===== src/rtl/dev_bus_pkg.sv =====
// Shared definitions for the simple device bus: host FSM states, command
// record, bus constants and the GPIO register map used by sequencers.
package dev_bus_pkg;

    // Byte-enable width of the device bus.
    localparam int unsigned BeWidth = 4;

    // Default field widths for the command record.
    localparam int unsigned CmdAddrWidth = 32;
    localparam int unsigned CmdDataWidth = 32;

    // GPIO register offsets.
    localparam logic [CmdAddrWidth-1:0] GpioOutOffset    = 32'h0000_0000;
    localparam logic [CmdAddrWidth-1:0] GpioInOffset     = 32'h0000_0004;
    localparam logic [CmdAddrWidth-1:0] GpioInDbncOffset = 32'h0000_0008;

    typedef enum logic [1:0] {
        StIdle,
        StReq,
        StWait,
        StRsp
    } dev_bus_host_state_e;

    typedef struct packed {
        logic                    we;
        logic [CmdAddrWidth-1:0] addr;
        logic [BeWidth-1:0]      be;
        logic [CmdDataWidth-1:0] wdata;
    } dev_bus_cmd_t;

endpackage


===== src/rtl/dev_bus_host.sv =====
// Single-outstanding device bus initiator: accepts one command, issues one
// device_req_o pulse, waits for rvalid (or times out) and returns the response.
module dev_bus_host
    import dev_bus_pkg::*;
#(
    parameter int unsigned AddrWidth     = 32,
    parameter int unsigned DataWidth     = 32,
    parameter int unsigned TimeoutCycles = 16
) (
    input  logic                 clk_i,
    input  logic                 rst_ni,

    input  logic                 cmd_valid_i,
    output logic                 cmd_ready_o,
    input  logic                 cmd_we_i,
    input  logic [AddrWidth-1:0] cmd_addr_i,
    input  logic [BeWidth-1:0]   cmd_be_i,
    input  logic [DataWidth-1:0] cmd_wdata_i,

    output logic                 rsp_valid_o,
    input  logic                 rsp_ready_i,
    output logic [DataWidth-1:0] rsp_rdata_o,
    output logic                 rsp_err_o,

    output logic                 device_req_o,
    output logic [AddrWidth-1:0] device_addr_o,
    output logic                 device_we_o,
    output logic [BeWidth-1:0]   device_be_o,
    output logic [DataWidth-1:0] device_wdata_o,
    input  logic                 device_rvalid_i,
    input  logic [DataWidth-1:0] device_rdata_i
);

    localparam int unsigned CntWidth = (TimeoutCycles > 2) ? $clog2(TimeoutCycles) : 1;
    // The count is incremented on every empty WAIT cycle; the timeout fires on the
    // cycle whose incremented value would reach TimeoutCycles-1.
    localparam logic [CntWidth-1:0] CntLast = CntWidth'(TimeoutCycles - 2);

    dev_bus_host_state_e  state_q;
    logic [CntWidth-1:0]  cnt_q;
    logic                 device_req_q;
    logic [AddrWidth-1:0] device_addr_q;
    logic                 device_we_q;
    logic [BeWidth-1:0]   device_be_q;
    logic [DataWidth-1:0] device_wdata_q;
    logic                 rsp_valid_q;
    logic [DataWidth-1:0] rsp_rdata_q;
    logic                 rsp_err_q;

    // FSM, timeout counter, request fields and response capture.
    always_ff @(posedge clk_i) begin
        if (!rst_ni) begin
            state_q        <= StIdle;
            cnt_q          <= '0;
            device_req_q   <= 1'b0;
            device_addr_q  <= '0;
            device_we_q    <= 1'b0;
            device_be_q    <= '0;
            device_wdata_q <= '0;
            rsp_valid_q    <= 1'b0;
            rsp_rdata_q    <= '0;
            rsp_err_q      <= 1'b0;
        end else begin
            unique case (state_q)
                StIdle: begin
                    if (cmd_valid_i) begin
                        state_q        <= StReq;
                        device_req_q   <= 1'b1;
                        device_addr_q  <= cmd_addr_i;
                        device_we_q    <= cmd_we_i;
                        device_be_q    <= cmd_be_i;
                        device_wdata_q <= cmd_wdata_i;
                    end
                end
                StReq: begin
                    state_q        <= StWait;
                    cnt_q          <= '0;
                    device_req_q   <= 1'b0;
                    device_addr_q  <= '0;
                    device_we_q    <= 1'b0;
                    device_be_q    <= '0;
                    device_wdata_q <= '0;
                end
                StWait: begin
                    // rvalid takes priority over a timeout landing on the same cycle.
                    if (device_rvalid_i) begin
                        state_q     <= StRsp;
                        rsp_valid_q <= 1'b1;
                        rsp_rdata_q <= device_rdata_i;
                        rsp_err_q   <= 1'b0;
                    end else if (cnt_q == CntLast) begin
                        state_q     <= StRsp;
                        rsp_valid_q <= 1'b1;
                        rsp_rdata_q <= '0;
                        rsp_err_q   <= 1'b1;
                    end else begin
                        cnt_q <= cnt_q + 1'b1;
                    end
                end
                StRsp: begin
                    if (rsp_ready_i) begin
                        state_q     <= StIdle;
                        rsp_valid_q <= 1'b0;
                    end
                end
                default: state_q <= StIdle;
            endcase
        end
    end

    // Ready is a pure function of state so a command is taken only from IDLE.
    always_comb begin
        cmd_ready_o = (state_q == StIdle);
    end

    assign device_req_o   = device_req_q;
    assign device_addr_o  = device_addr_q;
    assign device_we_o    = device_we_q;
    assign device_be_o    = device_be_q;
    assign device_wdata_o = device_wdata_q;
    assign rsp_valid_o    = rsp_valid_q;
    assign rsp_rdata_o    = rsp_rdata_q;
    assign rsp_err_o      = rsp_err_q;

endmodule


===== config.mk =====
export PLATFORM = sky130hd
export DESIGN_NAME = dev_bus_host
export DESIGN_NICKNAME = d
export VERILOG_FILES = /design/src/rtl/dev_bus_pkg.sv /design/src/rtl/dev_bus_host.sv
export SDC_FILE = /design/constraint.sdc
export NUM_CORES = 1
export LEC_CHECK = 0
export CAP_MARGIN = 20
export CELL_PAD_IN_SITES_DETAIL_PLACEMENT = 0
export CELL_PAD_IN_SITES_GLOBAL_PLACEMENT = 1
export CORE_MARGIN = 4
export CORE_UTILIZATION = 32
export CTS_BUF_LIST = sky130_fd_sc_hd__clkbuf_4 sky130_fd_sc_hd__clkbuf_8 sky130_fd_sc_hd__clkbuf_16
export DETAILED_ROUTE_END_ITERATION = 7
export GPL_ROUTABILITY_DRIVEN = 0
export GPL_TIMING_DRIVEN = 1
export PLACE_DENSITY = 0.82
export SLEW_MARGIN = 0
export SYNTH_ARGS = -nofsm -noshare
export SYNTH_HDL_FRONTEND = slang
export SYNTH_SLANG_ARGS = --single-unit

===== constraint.sdc =====
create_clock -name clk_i -period 3.9 [get_ports clk_i]
set_input_delay 0.39 -clock clk_i [delete_from_list [all_inputs] [get_ports clk_i]]
set_output_delay 0.39 -clock clk_i [all_outputs]
set_load 0.1 [all_outputs]

* Word-level counts from Yosys, hierarchy flattened
Cells that the tools add are included.
** Storage, ports and cells
- Logic and storage cells :: 55
- Input port bits :: 106
- Register bits :: 110
- Output and inout bits :: 105
** Cells by class
- Multiplexer cells :: 25
- Equality and inequality tests :: 9
- Add/sub/neg operators :: 1
- Reduce and logical (&&, ||, !) cells :: 10
** Operator list (number)
- $mux 32 :: 4
- $pmux 32 s2 :: 2
- $pmux 4 s2 :: 2
- $mux 4 :: 3
- $reduce_and 3->1 :: 3
- $mux 2 :: 4
- $ne 2x2->1 const B :: 4
- $pmux 2 s4 :: 1
- $reduce_bool 2->1 :: 4
- $mux 1 :: 6
- $pmux 1 s2 :: 3
- $add 4x1->4 const B :: 1
- $eq 2x2->1 const B :: 2
- $eq 4x4->1 const B :: 1
- $reduce_and 2->1 :: 2
- $ne 3x3->1 const B :: 1
- $eq 2x1->1 const B :: 1
- $logic_not 2->1 :: 1

* Logic depth before layout (Yosys ltp)
Gate-level depths: netlist of the first run.
- Depth after elaboration :: 4
- Mapped depth :: 7
- Mapped depth without buffers :: 5

* Worst setup path after synthesis of the first run
Ideal clock, no wire load.
- Path kind :: register -> register
- From :: reg state_q[0]
- To :: reg device_wdata_q[21], in the netlist device_wdata_o[21]
- Data required time :: 3.829 ns
- Arrival :: 2.207 ns
- Buffers on the path :: 2
- Path slack :: 1.621 ns
- Library setup time :: 0.071 ns
- Clock period less this slack :: 2.279 ns
- Stages on the path, launching flop included :: 8
- Cells stage by stage :: dfxtp_1 -> inv_1 -> ha_1 -> mux2i_1 -> buf_6 -> buf_12 -> nand2_1 -> a21oi_2
** On the way
- Cells in the longest elaborated chain, start to end :: 3
- Elaborated cells between the ends (all ways) :: 6
- Classes of those cells :: 2 x eq/ne; 1 x mux; 3 x reduce/logical
** RTL lines
- from (decl) :: line dev_bus_host.sv:39 : dev_bus_host_state_e state_q;
- from (signal assigned) :: line dev_bus_host.sv:53 : state_q <= StIdle;
- from (signal assigned) :: line dev_bus_host.sv:67 : state_q <= StReq;
- from (signal assigned) :: line dev_bus_host.sv:76 : state_q <= StWait;
- $logic_not 2->1 *
- net cmd_ready_o :: line dev_bus_host.sv:14 : output logic cmd_ready_o,
- $ne 2x2->1 (no line) or $reduce_bool 2->1 (tied branches)
- $reduce_and 2->1 (no line)
- to (signal assigned) :: line dev_bus_host.sv:72 : device_wdata_q <= cmd_wdata_i;
- to (decl) :: line dev_bus_host.sv:45 : logic [DataWidth-1:0] device_wdata_q;
Mark *: on every way through the listed nets, which the timed path passes. The rest lies on a longest branch.
A chain may end at the register's enable or synchronous reset.

* Worst setup path in the final report of the first run
- From :: reg state_q[1]
- To :: out cmd_ready_o
** On the way
- Cells in the longest elaborated chain, start to end :: 1
** RTL lines
- $logic_not 2->1 :: line dev_bus_host.sv:113 : cmd_ready_o = (state_q == StIdle);
- to (decl) :: line dev_bus_host.sv:14
No other way between the ends.

==> results of run 1 <==
-- worst min path at each step --
stage                                    startpoint                         endpoint  slack, ps
finish              device_wdata_o[15]$_SDFFE_PN0P_  device_wdata_o[15]$_SDFFE_PN0P_        450
global route        device_wdata_o[15]$_SDFFE_PN0P_  device_wdata_o[15]$_SDFFE_PN0P_        470
CTS                 device_wdata_o[13]$_SDFFE_PN0P_  device_wdata_o[13]$_SDFFE_PN0P_        460
detailed placement  device_wdata_o[13]$_SDFFE_PN0P_  device_wdata_o[13]$_SDFFE_PN0P_        450
global placement    device_wdata_o[16]$_SDFFE_PN0P_  device_wdata_o[16]$_SDFFE_PN0P_        440
floorplan                     cnt_q[3]$_SDFFE_PN0P_            cnt_q[3]$_SDFFE_PN0P_        450
-- flip-flops by register name (all words and copies together), names as in the netlist --
register        count
cnt_q               4
device_addr_o      32
device_be_o         4
device_req_o        1
device_wdata_o     32
device_we_o         1
rsp_err_o           1
rsp_rdata_o        32
rsp_valid_o         1
state_q             2
-- per-layer routing --
layer	GRT usage [%]	up-vias
met3	6.05	4
met5	0	-
met2	26.4	153
met1	20.8	1813
li1	-	1912
met4	3.60	0
-- synth_stat cells --
cell	count	area share (%)
o21ai_0	1	0.11
buf_2	15	1.7
a21oi_2	60	12
inv_2	2	0.17
a221o_1	1	0.22
a31oi_1	3	0.42
nand4_1	1	0.14
a31o_2	1	0.20
buf_4	3	0.50
nor3_1	2	0.22
o21ba_1	1	0.22
clkbuf_1	5	0.42
nand3b_1	1	0.17
nand2_1	73	6.1
ha_1	6	1.7
dfxtp_1	110	49
mux2_4	1	0.34
nand3_2	40	8.9
a22o_1	32	6.3
nor2_1	3	0.25
nand3_1	31	3.5
o31ai_1	1	0.17
a21oi_1	13	1.5
buf_12	1	0.45
a211oi_2	1	0.28
and2_1	2	0.28
o21ai_1	1	0.11
buf_6	9	2.3
a211oi_1	2	0.34
mux2i_1	2	0.45
o221a_1	1	0.25
inv_1	6	0.50
o221a_2	1	0.25
and3_1	1	0.14
buf_1	5	0.42
nor2b_1	1	0.14
-- layout make-up --
| class | count | share of cell area, % |
|---|---|---|
| sequential | 110 | 31.8 |
| timing repair buffer | 216 | 31.5 |
| multi-input combinational | 283 | 28.9 |
| clock buffer | 9 | 3.25 |
| tap | 176 | 3.18 |
| clock inverter | 6 | 0.922 |
| inverter | 8 | 0.452 |
-- logic make-up (layout without fill, tap and decap cells) --
group | count (synthesis) | count (layout)
fa+ha+maj | 6 | 6
compound gates | 119 | 119
flops | 110 | 110
simple gates | 155 | 155
buf+inv | 46 | 239
mux | 3 | 3
-- where the power goes --
group | total [mW] | internal (mW) | switching (mW)
sequential | 1.50 | 1.37 | 0.135
combinational | 3.44 | 0.849 | 2.59
clock | 0.903 | 0.493 | 0.410
total | 5.84 | 2.71 | 3.13
-- worst max-delay path: stages (launching register included) --
cell and delay, ps:
dfxtp_1 340, inv_1 90, ha_1 330, clkdlybuf4s50_1 1220
-- metrics by stage --
step / setup WS, ps / utilization (%)
floorplan: 1620 / -
global placement: 1340 / 49.1
detailed placement: 1350 / 49.1
CTS: 1140 / 51.2
global route: 1060 / 51.4
finish: 1180 / 51.4
-- cells in the final DEF, fill, tap and decap left out, drive strengths merged --
cell type / instances
clkdlybuf4s50: 210
dfxtp: 110
nand2: 73
a21oi: 73
nand3: 71
a22o: 32
clkbuf: 9
inv: 7
ha: 6
buf: 6
clkinv: 4
nor2: 3
a31oi: 3
a211oi: 3
and2: 2
nor3: 2
clkinvlp: 2
mux2i: 2
o21ai: 2
o221a: 2
nand3b: 1
a31o: 1
mux2: 1
and3: 1
nor2b: 1
a221o: 1
o31ai: 1
nand4: 1
o21ba: 1
bufinv: 1
==> results.sh, run 1 <==
export IMPL_ff2ff_path_depth=5
export IMPL_wl_met3_um=959
export IMPL_clk_pin_slew_ps=70
export IMPL_synth_cells=439
export IMPL_synth_adder_area_share_pct=1.68
export IMPL_cts_setup_buffers=0
export IMPL_antenna_cells=0
export IMPL_fin_crit_sh_pct=69.8
export IMPL_seq_area_frac_synth_pct=49.2
export IMPL_nets=740
export IMPL_fmax_mhz=367
export IMPL_clk_latency_ps=350
export IMPL_setup_tns_ps=0
export IMPL_instances_no_fill=808
export IMPL_grt_max_degree=72
export IMPL_r2r_end="device_wdata_o[3]$_SDFFE_PN0P_"
export IMPL_dp_hpwl_mm=9.40
export IMPL_grt_use_total_pct=16.3
export IMPL_grt_pass1_vias=3877
export IMPL_reg2reg_from="state_q[1]$_SDFFE_PN0P_"
export IMPL_synthMuxAreaShare_pct=0.783
export IMPL_ant_nets=0
export IMPL_finalHoldViolCount=0
export IMPL_cts_sinks=110
export IMPL_drc=0
export IMPL_yosysWarnings=0
export IMPL_synth_top_family_by_area="compound AO/OA/AOI/OAI gates"
export IMPL_cap_violations=0
export IMPL_p_per_area_nw_per_um2=844
export IMPL_arrival_ps=2330
export IMPL_dp_cells=792
export IMPL_die_area_sq_um=15900
export IMPL_gr_total_overflow=0
export IMPL_initial_core_util_pct=33.3
export IMPL_synth_seq_cells=110
export IMPL_setup_viol=0
export IMPL_row_count=42
export IMPL_placeableCoreArea_sq_um=13500
export IMPL_cts_buffer_depth=2
export IMPL_cts_tree="done"
export IMPL_synth_fp_nets=551
export IMPL_ff2ff_setup_slack_ps=1670
export IMPL_io_pins=211
export IMPL_num_vias=3882
export IMPL_skew_ps=8.80
export IMPL_antenna_found_initial=0
export IMPL_multi_input_comb_area_sq_um=2000
export IMPL_port_buffers=210
export IMPL_wl_met1_mm=6.02
export IMPL_whs_path_depth=2
export IMPL_die_w_um=126
export IMPL_seqCellArea_sq_um=2200
export IMPL_critPathCaptureType="output port"
export IMPL_wirelength_mm=13.3
export IMPL_power_total_mw=5.84
export IMPL_drt_first_iter_violations=198
export IMPL_cp_start_kind="flip-flop"
export IMPL_whs_ps=453
export IMPL_synthSimpleGateAreaFrac_pct=19.9
export IMPL_status="complete, no violations"
export IMPL_place_area_sq_um=6600
export IMPL_cp_max_fo=5
export IMPL_worstSetupPathType="reg -> out"
export IMPL_cts_made_buffers=9
export IMPL_via_per_inst=4.80
export IMPL_syn_area_sq_um=4470
export IMPL_root_buffer="clkbuf_16"
export IMPL_synth_xor_area_share_pct=0
export IMPL_fin_area_sq_um=6920
export IMPL_first_pass_iters=4
export IMPL_grt_pass1_wl_mm=21.1
export IMPL_critical_path_startpoint="state_q[1]$_SDFFE_PN0P_"
export IMPL_synth_compound_area_share_pct=22.0
export IMPL_wl_per_cell_um=16.4
export IMPL_dr_wl_met2_mm=6.20
export IMPL_worstMarginPinSlew_ps=1040
export IMPL_slew_limit_headroom_pct=30.4
export IMPL_leakage_nw=2.40
export IMPL_avgSynthCellArea_sq_um=10.2
export IMPL_ir_drop_mv=0.439
export IMPL_die_h_um=126
export IMPL_report_final_slew_viol_count=0
export IMPL_area_growth_pct=54.7
export IMPL_top_layer_used="met4"
export IMPL_cts_resized=0
export IMPL_min_period_ps=2720
export IMPL_fill_cells=1242
export IMPL_ys_types=36
export IMPL_cts_hold_buf=0
export IMPL_cp_required_ps=3510
export IMPL_endpoint="cmd_ready_o"
export IMPL_hp_class="reg -> reg"
export IMPL_rsz0062_at_grt="no"
export IMPL_layout_drive_gt1_share_pct=20.3
export IMPL_cts_max_level=3
Note: power is estimated with default switching activity, not from simulation.
==> run 2: changes to the inputs <==
--- a/config.mk
+++ b/config.mk
@@ -9,12 +9,12 @@
 export CELL_PAD_IN_SITES_DETAIL_PLACEMENT = 0
 export CELL_PAD_IN_SITES_GLOBAL_PLACEMENT = 1
 export CORE_MARGIN = 4
-export CORE_UTILIZATION = 32
+export CORE_UTILIZATION = 30
 export CTS_BUF_LIST = sky130_fd_sc_hd__clkbuf_4 sky130_fd_sc_hd__clkbuf_8 sky130_fd_sc_hd__clkbuf_16
 export DETAILED_ROUTE_END_ITERATION = 7
 export GPL_ROUTABILITY_DRIVEN = 0
 export GPL_TIMING_DRIVEN = 1
-export PLACE_DENSITY = 0.82
+export PLACE_DENSITY = 0.77
 export SLEW_MARGIN = 0
 export SYNTH_ARGS = -nofsm -noshare
 export SYNTH_HDL_FRONTEND = slang
==> constraint.sdc (replaced) <==
create_clock -name clk_i -period 2.7 [get_ports clk_i]
set_input_delay 0.27 -clock clk_i [delete_from_list [all_inputs] [get_ports clk_i]]
set_output_delay 0.27 -clock clk_i [all_outputs]
set_load 0.1 [all_outputs]
==> results.sh, run 2 (same netlist as run 1, synthesis figures left out) <==
export IMPL_worstMarginPinSlew_ps=651
export IMPL_dp_hpwl_mm=9.76
export IMPL_reg2reg_from="state_q[1]$_SDFFE_PN0P_"
export IMPL_clk_latency_ps=350
export IMPL_cts_made_buffers=9
export IMPL_antenna_cells=0
export IMPL_worst_path_buf_inv=2
export IMPL_worstSetupPathDepth=6
export IMPL_rsz0062_at_grt="no"
export IMPL_hp_class="reg -> reg"
export IMPL_grt_pass1_wl_mm=20.6
export IMPL_ir_drop_mv=0.524
export IMPL_row_count=44
export IMPL_gr_total_overflow=0
export IMPL_setup_viol=0
export IMPL_p_int_mw=3.78
export IMPL_p_switching_mw=4.61
export IMPL_arrival_ps=2260
export IMPL_layout_drive_gt1_share_pct=37.7
export IMPL_leakage_nw=2.63
export IMPL_r2r_end="device_wdata_o[11]$_SDFFE_PN0P_"
export IMPL_crit_path_max_incr_delay_ps=590
export IMPL_drc=0
export IMPL_ant_nets=0
export IMPL_instances_no_fill=824
export IMPL_critPathCaptureType="flip-flop"
export IMPL_area_growth_pct=50.2
export IMPL_skew_ps=9.41
export IMPL_die_area_sq_um=16900
export IMPL_via_per_inst=4.80
export IMPL_layout_commonest_cell="buf_4"
export IMPL_min_period_ps=1980
export IMPL_combPwrFrac_pct=58.5
export IMPL_grt_pass1_vias=4014
export IMPL_dp_cells=807
export IMPL_worstSetupPathType="reg -> reg"
export IMPL_die_h_um=130
export IMPL_cts_resized=0
export IMPL_port_buffers=210
export IMPL_wl_per_cell_um=16.1
export IMPL_antenna_found_initial=0
export IMPL_clk_pin_slew_ps=80
export IMPL_nets=747
export IMPL_setup_tns_ps=0
export IMPL_ff2ff_path_depth=6
export IMPL_num_vias=3956
export IMPL_slew_limit_headroom_pct=56.6
export IMPL_cp_max_fo=31
export IMPL_fill_cells=1354
export IMPL_cts_max_level=3
export IMPL_drt_first_iter_violations=139
export IMPL_report_final_slew_viol_count=0
export IMPL_swShare_pct=54.9
export IMPL_cts_buffer_depth=2
export IMPL_io_pins=211
export IMPL_status="complete, no violations"
export IMPL_fmax_mhz=505
export IMPL_p_per_area_nw_per_um2=1250
export IMPL_path_cells="inv_1 -> ha_1 -> mux2_4 -> buf_4 -> nand3_1 -> a21oi_1"
export IMPL_first_pass_iters=5
export IMPL_cp_required_ps=2980
export IMPL_endpoint="device_wdata_o[11]$_SDFFE_PN0P_"
export IMPL_cts_sinks=110
export IMPL_crit_family="multiplexers"
export IMPL_power_frac_clock_pct=15.5
export IMPL_placeableCoreArea_sq_um=14600
export IMPL_ff2ff_setup_slack_ps=720
export IMPL_fin_crit_sh_pct=73.4
export IMPL_critical_path_startpoint="state_q[1]$_SDFFE_PN0P_"
export IMPL_seqPwrFrac_pct=25.9
export IMPL_grt_use_total_pct=15.4
export IMPL_crit_slowest_cell="mux2_4"
export IMPL_wirelength_mm=13.2
export IMPL_multi_input_comb_area_sq_um=2000
export IMPL_cts_hold_buf=0
export IMPL_final_cell_mix="buf_4 (116), dfxtp_1 (110), clkdlybuf4s50_1 (105)"
export IMPL_finalHoldViolCount=0
export IMPL_root_buffer="clkbuf_16"
export IMPL_cap_violations=0
export IMPL_seqCellArea_sq_um=2200
export IMPL_grt_max_degree=41
export IMPL_final_core_util_pct=46.1
export IMPL_cp_start_kind="flip-flop"
export IMPL_cts_tree="done"
export IMPL_die_w_um=130
export IMPL_initial_core_util_pct=30.7
export IMPL_cts_setup_buffers=0
## run 2: tightest hold or removal path, cell delays in order (launching register included)
cell and delay [ps]:
dfxtp_1 310, nand2_1 50, a21oi_1 50
## run 2: final cells by class
class                   instances  share of cell area [%]
inverters                       8                   0.465
clock inverters                 7                   0.968
well taps                     184                    3.43
repair buffers                223                    29.3
flip-flops and latches        110                    32.8
multi-input cells             283                    29.7
clock buffers                   9                    3.35
## run 2: worst min path at each step
stage	start	endpoint	slack, ps	depth (start not counted)
final	device_wdata_o[19]$_SDFFE_PN0P_	device_wdata_o[19]$_SDFFE_PN0P_	450	2
after global routing	device_wdata_o[12]$_SDFFE_PN0P_	device_wdata_o[12]$_SDFFE_PN0P_	480	2
after CTS	device_wdata_o[19]$_SDFFE_PN0P_	device_wdata_o[19]$_SDFFE_PN0P_	460	2
after detailed placement	device_wdata_o[19]$_SDFFE_PN0P_	device_wdata_o[19]$_SDFFE_PN0P_	450	2
after global placement	device_wdata_o[19]$_SDFFE_PN0P_	device_wdata_o[19]$_SDFFE_PN0P_	440	2
after floorplan	device_rvalid_i	rsp_err_o$_SDFFE_PN0P_	370	1
## run 2: through the flow
| step | setup slack (ps) | instance area [sq um] | hold slack (ps) | total power [mW] |
|---|---|---|---|---|
| global route | 584 | 6720 | 479 | 8.79 |
| floorplan | 421 | 4470 | 370 | 6.17 |
| CTS | 697 | 6690 | 456 | 8.49 |
| finish | 719 | 6720 | 453 | 8.39 |
| global placement | 515 | 6400 | 441 | 7.10 |
| detailed placement | 444 | 6400 | 445 | 7.16 |
## run 2: layer usage
| metal | part of all wire [%] | track usage [%] | up-vias |
|---|---|---|---|
| li1 | - | - | 1928 |
| met4 | 0.86 | 3.48 | 0 |
| met1 | 42 | 18.0 | 1869 |
| met3 | 9.4 | 5.85 | 10 |
| met5 | 0 | 0 | - |
| met2 | 48 | 26.7 | 149 |
## run 2: power by group through the flow
stage | Sequential [mW] | Clock [mW] | Combinational (mW)
floorplan | 4.55 | 0 | 1.62
finish | 2.18 | 1.30 | 4.91
global route | 2.22 | 1.42 | 5.15
CTS | 2.18 | 1.36 | 4.95
global placement | 2.21 | 0 | 4.89
detailed placement | 2.21 | 0 | 4.95
==> run 3: changes to the inputs <==
--- a/config.mk
+++ b/config.mk
@@ -9,12 +9,12 @@
 export CELL_PAD_IN_SITES_DETAIL_PLACEMENT = 0
 export CELL_PAD_IN_SITES_GLOBAL_PLACEMENT = 1
 export CORE_MARGIN = 4
-export CORE_UTILIZATION = 30
+export CORE_UTILIZATION = 27
 export CTS_BUF_LIST = sky130_fd_sc_hd__clkbuf_4 sky130_fd_sc_hd__clkbuf_8 sky130_fd_sc_hd__clkbuf_16
 export DETAILED_ROUTE_END_ITERATION = 7
 export GPL_ROUTABILITY_DRIVEN = 0
 export GPL_TIMING_DRIVEN = 1
-export PLACE_DENSITY = 0.77
+export PLACE_DENSITY = 0.73
 export SLEW_MARGIN = 0
 export SYNTH_ARGS = -nofsm -noshare
 export SYNTH_HDL_FRONTEND = slang
==> constraint.sdc (replaced) <==
create_clock -name clk_i -period 1.65 [get_ports clk_i]
set_input_delay 0.165 -clock clk_i [delete_from_list [all_inputs] [get_ports clk_i]]
set_output_delay 0.165 -clock clk_i [all_outputs]
set_load 0.1 [all_outputs]
==> results.sh, run 3 (same netlist as run 1, synthesis figures left out) <==
export IMPL_status="complete, no violations"
export IMPL_die_w_um=137
export IMPL_worstSetupPathType="reg -> reg"
export IMPL_clk_latency_ps=350
export IMPL_antenna_found_initial=0
export IMPL_dr_wl_met2_mm=6.38
export IMPL_row_count=46
export IMPL_fin_crit_sh_pct=94.2
export IMPL_whs_ps=395
export IMPL_cp_max_fo=14
export IMPL_area_growth_pct=70.4
export IMPL_via_per_inst=4.58
export IMPL_cap_violations=0
export IMPL_min_period_ps=1550
export IMPL_fill_cells=1450
export IMPL_cts_tree="done"
export IMPL_final_core_util_pct=47.5
export IMPL_seqCellArea_sq_um=2200
export IMPL_grt_max_degree=56
export IMPL_final_cell_mix="dfxtp_1 (109), clkdlybuf4s50_1 (105), nand2_1 (73)"
export IMPL_root_buffer="clkbuf_16"
export IMPL_cts_sinks=110
export IMPL_initial_core_util_pct=27.9
export IMPL_cts_buffer_depth=2
export IMPL_grt_pass1_vias=4011
export IMPL_p_switching_mw=7.75
export IMPL_combPwrFrac_pct=60.5
export IMPL_die_h_um=137
export IMPL_hp_class="in -> reg"
export IMPL_setup_viol=0
export IMPL_wl_met3_mm=1.53
export IMPL_skew_ps=6.01
export IMPL_io_pins=211
export IMPL_p_int_mw=7.31
export IMPL_ant_nets=0
export IMPL_top_layer_used="met4"
export IMPL_critical_path_startpoint="state_q[0]$_SDFFE_PN0P_"
export IMPL_clk_pin_slew_ps=80
export IMPL_power_frac_clock_pct=14.9
export IMPL_power_total_mw=15.1
export IMPL_layout_commonest_cell="dfxtp_1"
export IMPL_port_buffers=210
export IMPL_reg2reg_from="state_q[0]$_SDFFE_PN0P_"
export IMPL_ff2ff_setup_slack_ps=100
export IMPL_drt_first_iter_violations=125
export IMPL_multi_input_comb_area_sq_um=2010
export IMPL_p_per_area_nw_per_um2=1970
export IMPL_arrival_ps=1790
export IMPL_finalHoldViolCount=0
export IMPL_worstMarginPinSlew_ps=383
export IMPL_cts_max_level=3
export IMPL_num_vias=3949
export IMPL_leakage_nw=2.87
export IMPL_wirelength_mm=13.7
export IMPL_critPathCaptureType="flip-flop"
export IMPL_gr_total_overflow=0
export IMPL_fmax_mhz=644
export IMPL_cp_required_ps=1880
export IMPL_report_final_slew_viol_count=0
export IMPL_dp_hpwl_mm=9.89
export IMPL_placeableCoreArea_sq_um=16100
export IMPL_antenna_cells=0
export IMPL_slew_limit_headroom_pct=74.5
export IMPL_die_area_sq_um=18700
export IMPL_swShare_pct=51.5
export IMPL_ir_drop_mv=0.861
export IMPL_hold_start="cmd_wdata_i[15]"
export IMPL_rsz0062_at_grt="no"
export IMPL_layout_drive_gt1_share_pct=39.0
export IMPL_setup_tns_ps=0
export IMPL_grt_pass1_wl_mm=20.6
export IMPL_seqPwrFrac_pct=24.6
export IMPL_wl_per_cell_um=15.9
export IMPL_wl_met1_mm=5.47
export IMPL_cts_hold_buf=0
export IMPL_first_pass_iters=4
export IMPL_drc=0
export IMPL_grt_use_total_pct=14.0
export IMPL_cts_made_buffers=9
export IMPL_nets=753
export IMPL_cp_start_kind="flip-flop"
run 3: final cells by class:
type                       count  area share, %
clock buffer                   9           2.95
clock inverter                 7           1.08
inverter                       8          0.410
multi-input combinational    283           26.4
sequential                   110           28.9
tap                          216           3.54
timing repair buffer         229           36.7
run 3: final timing paths:
check	endpoint	depth (start not counted)
setup / recovery	device_wdata_o[3]$_SDFFE_PN0P_	6
hold / removal	device_wdata_o[15]$_SDFFE_PN0P_	3
setup reg to reg	device_wdata_o[3]$_SDFFE_PN0P_	6
hold reg to reg	device_addr_o[26]$_SDFFE_PN0P_	2
run 3: power groups by stage:
stage               Sequential [mW]  Combinational [mW]  Clock (mW)
CTS                            3.70                9.15        2.36
floorplan                      7.45                2.74           0
global placement               3.74                9.04           0
detailed placement             3.76                9.14           0
global route                   3.76                9.55        2.43
finish                         3.70                9.12        2.24
run 3: worst max-delay path, stage by stage (launching register included):
cell and delay, ps:
dfxtp_1 390, inv_2 80, ha_4 200, mux2_4 380
buf_4 220, nand3_1 120, a21oi_2 60
run 3: what timing repair did:
action                                  CTS  global route
buffers inserted                          0             0
resized for setup                         0             1
endpoints found under the hold margin     0             0
endpoints found under the setup margin    0            14
run 3: layer usage:
metal / vias to the layer above / track usage, %
met3: 23 / 6.29
li1: 1940 / -
met1: 1831 / 15.7
met2: 155 / 23.1
met5: - / 0
met4: 0 / 5.88
run 3: per-stage QoR:
stage | setup slack, ps | instances | cell area [sq um]
after floorplan | 10.6 | 439 | 4500
after global placement | 116 | 845 | 7290
after detailed placement | 48.6 | 845 | 7290
after CTS | 50.8 | 861 | 7600
after global routing | 16.5 | 862 | 7630
final | 96.0 | 862 | 7630
